`config.mk`:
```
export PLATFORM = sky130hd
export DESIGN_NAME = image_data_put
export DESIGN_NICKNAME = d
export VERILOG_FILES = /design/src/rtl/image_data_put.sv
export SDC_FILE = /design/constraint.sdc
export NUM_CORES = 1
export LEC_CHECK = 0
export CORE_MARGIN = 1
export CORE_UTILIZATION = 40
export CTS_CLUSTER_DIAMETER = 100
export CTS_CLUSTER_SIZE = 30
export DETAILED_ROUTE_END_ITERATION = 7
export GPL_TIMING_DRIVEN = 1
export PLACE_DENSITY = 0.73
export SLEW_MARGIN = 20
export SYNTH_ARGS = -nofsm -noshare
export SYNTH_HDL_FRONTEND = slang
export SYNTH_SLANG_ARGS = --single-unit
```
`constraint.sdc`:
```
create_clock -name i_clk -period 2.5 [get_ports i_clk]
set_input_delay 0.375 -clock i_clk [delete_from_list [all_inputs] [get_ports i_clk]]
set_output_delay 0.375 -clock i_clk [all_outputs]
set_load 0.01 [all_outputs]
```
`src/rtl/image_data_put.sv`:
```
// Write-side frame buffer manager: rotates three SDRAM buffers, one burst per frame start.
// Latency: o_mem_start two cycles after the frame-start edge; commit registered on the done pulse.
// Backpressure: a single write outstanding; frame starts while busy are dropped and counted.
//
// Ports:
//   i_clk, i_rst                 clock, asynchronous active-high reset
//   i_frame_start                frame-start level (rising edge triggers a write)
//   i_mem_addrs0/1/2             base addresses of the three buffers
//   i_mem_done                   completion pulse from the write engine
//   o_mem_start, o_mem_addrs     write request pulse and target base address
//   o_data_length                constant burst length in pixels
//   o_mem_cnt                    published rotation counter (reader picks the last completed buffer)
//   o_frame_done, o_err          commit pulse, watchdog timeout pulse
//   o_drop_cnt                   saturating count of dropped frame starts
module image_data_put #(
    parameter int SDRAM_ADDRS_DW    = 21,
    parameter int IMAGE_WIDE_LENGTH = 256,
    parameter int IMAGE_HIGH_LENGTH = 192,
    parameter int TIMEOUT_CYCLES    = 1048576
) (
    input  logic                      i_clk,
    input  logic                      i_rst,
    input  logic                      i_frame_start,
    input  logic [SDRAM_ADDRS_DW-1:0] i_mem_addrs0,
    input  logic [SDRAM_ADDRS_DW-1:0] i_mem_addrs1,
    input  logic [SDRAM_ADDRS_DW-1:0] i_mem_addrs2,
    input  logic                      i_mem_done,
    output logic                      o_mem_start,
    output logic [SDRAM_ADDRS_DW-1:0] o_mem_addrs,
    output logic [31:0]               o_data_length,
    output logic [1:0]                o_mem_cnt,
    output logic                      o_frame_done,
    output logic                      o_err,
    output logic [7:0]                o_drop_cnt
);

    typedef enum logic [1:0] {
        S_IDLE = 2'd0,
        S_REQ  = 2'd1,
        S_WAIT = 2'd2
    } state_t;

    localparam logic [23:0] WDOG_LAST = 24'(TIMEOUT_CYCLES - 1);

    state_t                    state, state_nxt;
    logic [1:0]                start_dly;
    logic [1:0]                wr_idx, wr_idx_nxt, wr_idx_inc;
    logic [23:0]               wdog, wdog_nxt;
    logic [SDRAM_ADDRS_DW-1:0] addr_sel, mem_addrs_nxt;
    logic                      mem_start_nxt, frame_done_nxt, err_nxt;
    logic [1:0]                mem_cnt_nxt;
    logic [7:0]                drop_cnt_nxt;
    logic                      start_evt;

    assign o_data_length = 32'(IMAGE_WIDE_LENGTH * IMAGE_HIGH_LENGTH);
    assign start_evt     = (start_dly == 2'b01);
    assign wr_idx_inc    = (wr_idx == 2'd2) ? 2'd0 : wr_idx + 2'd1;

    always_comb begin
        case (wr_idx)
            2'd1:    addr_sel = i_mem_addrs1;
            2'd2:    addr_sel = i_mem_addrs2;
            default: addr_sel = i_mem_addrs0;
        endcase
    end

    always_comb begin
        state_nxt      = state;
        wr_idx_nxt     = wr_idx;
        wdog_nxt       = wdog;
        mem_addrs_nxt  = o_mem_addrs;
        mem_start_nxt  = 1'b0;
        frame_done_nxt = 1'b0;
        err_nxt        = 1'b0;
        mem_cnt_nxt    = o_mem_cnt;
        drop_cnt_nxt   = o_drop_cnt;

        // Any frame start that lands while a write is in flight is discarded.
        if (start_evt && (state != S_IDLE) && (o_drop_cnt != 8'hFF))
            drop_cnt_nxt = o_drop_cnt + 8'd1;

        case (state)
            S_IDLE: begin
                if (start_evt) begin
                    mem_addrs_nxt = addr_sel;
                    wdog_nxt      = '0;
                    state_nxt     = S_REQ;
                end
            end
            S_REQ: begin
                mem_start_nxt = 1'b1;
                state_nxt     = S_WAIT;
            end
            S_WAIT: begin
                wdog_nxt = wdog + 24'd1;
                // Done is checked first so it wins over a coincident timeout.
                if (i_mem_done) begin
                    wr_idx_nxt     = wr_idx_inc;
                    mem_cnt_nxt    = wr_idx_inc;
                    frame_done_nxt = 1'b1;
                    state_nxt      = S_IDLE;
                end else if (wdog == WDOG_LAST) begin
                    err_nxt   = 1'b1;
                    state_nxt = S_IDLE;
                end
            end
            default: state_nxt = S_IDLE;
        endcase
    end

    always_ff @(posedge i_clk or posedge i_rst) begin
        if (i_rst) begin
            state        <= S_IDLE;
            start_dly    <= 2'b00;
            wr_idx       <= 2'd0;
            wdog         <= '0;
            o_mem_start  <= 1'b0;
            o_mem_addrs  <= '0;
            o_mem_cnt    <= 2'd0;
            o_frame_done <= 1'b0;
            o_err        <= 1'b0;
            o_drop_cnt   <= 8'd0;
        end else begin
            state        <= state_nxt;
            start_dly    <= {start_dly[0], i_frame_start};
            wr_idx       <= wr_idx_nxt;
            wdog         <= wdog_nxt;
            o_mem_start  <= mem_start_nxt;
            o_mem_addrs  <= mem_addrs_nxt;
            o_mem_cnt    <= mem_cnt_nxt;
            o_frame_done <= frame_done_nxt;
            o_err        <= err_nxt;
            o_drop_cnt   <= drop_cnt_nxt;
        end
    end

endmodule

```
==> impl_summary.txt <==
----------------------------------------------------
[Route]
  Vias per std cell ... 5.002
  Count of vias placed by the detailed router ... 2831
  Initial detailed-routing violation count ... 138
  Remaining DRCs ... 0
  Average detailed-routed wire length per instance ... 13.18 um
  Remaining number of nets flagged by the antenna check after routing ... 0
  Detailed-routing iteration count for the pre-antenna-repair pass ... 5
  Final wirelength ... 7461 um

[Pwr]
  Flop pwr share ... 36.4%
  Combinational share of power ... 41.1%
  Pleak ... 1.964 nW
  Total internal power ... 2.521 mW
  Switching power ... 1.391 mW
  Proportion of power drawn by the clock network ... 22.5%
  P per Cell Area ... 869.2 mW/mm^2
  Largest voltage drop on the vdd net ... 0.0004617 V
  Switching share of total power ... 35.56%

[Setup path]
  Capturing instance or port of the critical path ... o_mem_addrs[20]$_DFFE_PP0P_
  Maximum single-stage delay on the critical path ... 0.66 ns
  Kind of critical path ... reg2reg
  Reg2Reg Depth ... 6
  Combined buffer and inverter count along the critical path ... 1
  Critical path capture point type ... register
  Master of the slowest instance on the critical path ... ha_1
  Critical R2R Capture ... o_mem_addrs[20]$_DFFE_PP0P_
  Minimum setup slack among reg-to-reg paths ... 0.69 ns
  Count of cell instances traversed by the critical path ... 6
  Startpoint type of the worst setup path ... register
  Most frequent CP cell ... o21ai_0
  Required time reported for the critical path endpoint ... 2.75 ns
  Launching element of the worst setup path ... wr_idx[1]$_DFFE_PP0P_
  Crit-path max FO ... 21
  Crit path max-delay family ... adder cells
  Reg-to-reg startpoint ... wr_idx[1]$_DFFE_PP0P_
  CP Data Arrival Time ... 2.06 ns
  Crit-path cells ... inv_1 -> ha_1 -> a22oi_1 -> nand2_1 -> o21ai_0 -> o21ai_0

[STA]
  Smallest setup slack after layout ... 0.6930 ns
  Worst slew pin tran ... 0.7499 ns
  Final Max Tran Viols ... 0
  Min cycle time layout ... 1.807 ns
  Total negative slack for setup checks ... 0 ns
  RSZ-0062 raised after global routing ... false
  Max Clock Skew ... 0.005701 ns
  Setup violations, final ... 0
  Final Cycle Share ... 72.28%
  Relative slew slack ... 50.00%
  Achievable frequency ... 0.5534 GHz
  Hold Vio Cnt, Final ... 0

[Synthesis]
  Simple-gate portion of the synthesized area ... 17.94%
  Post-synthesis instance area ... 0.003334 sq mm
  Sequential element share of the synthesized area ... 46.53%
  Post-synthesis compound-gate area fraction ... 18.01%
  Proportion of register bits with asynchronous set or reset after synthesis ... 100.0%
  Post-Syn Instances ... 366
  Avg Inst Size Synth ... 9.111 sq um
  Share of synthesized area spent on multiplexers ... 2.139%
  Number of distinct library cell variants in the gate-level netlist after synthesis ... 37
  Register bit total from synthesis ... 62
  Synth Area in XOR/XNOR ... 2.101%
  Ys Warns ... 0
  Ys flop type ... dfrtp_1
  Post-synth EDFFs ... 0
  Adder-cell area share of the yosys netlist ... 2.251%
  Main combinational cell family by area after synthesis ... compound AO/OA/AOI/OAI gates

[Global route]
  Overall Global Routing Usage ... 18.64%
  First-pass GRT wire length ... 12610 um
  Number of global-route vias before repair ... 2707
  Initial antenna violation count ... 0
  Grt ovf ... 0
  Largest net degree at the start of global routing ... 63

[Placed design]
  Post-DP HPWL ... 5514 um
  Dpl cell area ... 0.004302 sq mm
  Worst Setup Slack post-DPL ... 0.6952 ns
  Input/output buffers ... 100
  RePlAce Congestion ... 0.7994
  Post-placement cell count ... 550

[Clock network]
  TritonCTS clock tree ... done
  Clock H-tree levels ... 3
  Insertion delay to the later sink of the worst-skew pair ... 0.34 ns
  CTS buffer count ... 9
  Hold buffers post-CTS ... 0
  Clock transition at path regs ... 0.07 ns
  Count of instances resized after the clock tree is built ... 0
  Buffers inserted during post-CTS setup optimization ... 0
  Buffer depth of the longest clock path ... 2
  TritonCTS Sinks ... 62
  Master cell of the clock root buffer ... clkbuf_8

[Floorplan]
  Initial Util ... 42.27%
  Site row count ... 32
  Area of the core ... 0.007888 sq mm
  Chip height ... 93.30 um
  Number of placed I/O pins ... 133
  Die extent in x ... 93.30 um
  Die footprint ... 0.008705 sq mm

[Final layout]
  Final standard cell utilization of the core ... 57.06%
  Share of post-route cells with drive strength above 1 ... 6.250%
  Count of nets after finishing ... 532
  Synth-to-layout area growth ... 34.97%
  Most used cells in the layout excluding fill and tap cells ... 100 x clkdlybuf4s50_1, 64 x nand2_1, 62 x dfrtp_1
  Most common library cell in the layout ignoring fill and taps ... clkdlybuf4s50_1
  Cell Count, Final, Fillers Out ... 566
  Count of inserted antenna diode cells ... 0
  Fillers ... 718
  Final design instance area without fill ... 0.004501 sq mm

[Job]
  Count of max-cap constraint violations ... 0

[Status]
  Status ... complete, no violations

[Worst hold path]
  Kind of path behind the tightest hold check ... reg2reg

----------------------------------------------------
how the worst min path moves through the flow:
stage | start | to | slack [ns] | depth (start not counted)
2_1_floorplan | start_dly[0]$_DFF_PP0_ | start_dly[1]$_DFF_PP0_ | 0.35 | 0
3_3_place_gp | start_dly[0]$_DFF_PP0_ | start_dly[1]$_DFF_PP0_ | 0.36 | 0
3_5_place_dp | start_dly[0]$_DFF_PP0_ | start_dly[1]$_DFF_PP0_ | 0.36 | 0
4_1_cts | start_dly[0]$_DFF_PP0_ | start_dly[1]$_DFF_PP0_ | 0.39 | 0
5_1_grt | start_dly[0]$_DFF_PP0_ | start_dly[1]$_DFF_PP0_ | 0.42 | 0
6_report | start_dly[0]$_DFF_PP0_ | start_dly[1]$_DFF_PP0_ | 0.38 | 0
cells in the mapped netlist (4+ instances only):
cell type  instances  area share, %
nand2_1           65            7.3
dfrtp_1           62             47
o21ai_0           50            7.5
buf_4             32            7.2
a22oi_1           21            4.7
clkbuf_1          20            2.3
nand3_1           16            2.4
inv_1              9            1.0
nor2_1             9            1.0
o31ai_1            7            1.6
ha_1               6            2.3
mux2i_1            6            1.8
o211ai_1           6            1.4
xor2_1             6            1.6
nand4_1            5           0.94
nor4_1             5           0.94
o21ai_1            5           0.75
and3_1             4           0.75
o41ai_1            4            1.1
metal layers:
metal  GRT usage, %  up-vias  wire (um)
met1          23.93     1304       3210
met5              0        -          0
met3          6.341        8        600
met2          28.74      106       3556
li1               -     1413          -
met4          7.692        0         95
layout make-up:
cell class              count  area (sq um)  share of cell area, %
well taps                 102         127.6                  2.836
clock buffers              10         137.6                  3.058
multi-input cells         272          1538                  34.17
inverters                   9         33.78                 0.7506
repair buffers            105          1051                  23.35
clock inverters             6         61.31                  1.362
flip-flops and latches     62          1551                  34.47
per-stage QoR:
stage | power (mW) | hold slack [ns]
6_report | 3.912 | 0.3819
5_1_grt | 4.220 | 0.4193
4_1_cts | 3.965 | 0.3890
3_5_place_dp | 3.073 | 0.3648
3_3_place_gp | 3.044 | 0.3561
2_1_floorplan | 2.340 | 0.3465
kinds of logic (layout without fill, tap and decap cells):
kind of cell | Yosys count | in the layout
fa+ha+maj | 6 | 6
buf+inv | 62 | 130
mux | 7 | 7
xor+xnor | 8 | 8
other cells | 2 | 32
compound gates | 97 | 97
simple gates | 122 | 122
flops | 62 | 62
state kept, by name, summed over array words and instances (netlist names):
register and flops:
start_dly 2, o_mem_start 1, o_frame_done 1, wr_idx 2
o_drop_cnt 8, wdog 24, o_err 1, o_mem_addrs 21
state 2
power groups by stage:
stage               logic (mW)  clock network, mW  registers (mW)
floorplan                0.820                  0            1.52
detailed placement        1.62                  0            1.45
global placement          1.61                  0            1.44
global route              1.82              0.942            1.46
finish                    1.61              0.880            1.42
CTS                       1.63              0.901            1.43
Power figures use the tool's default switching activity.
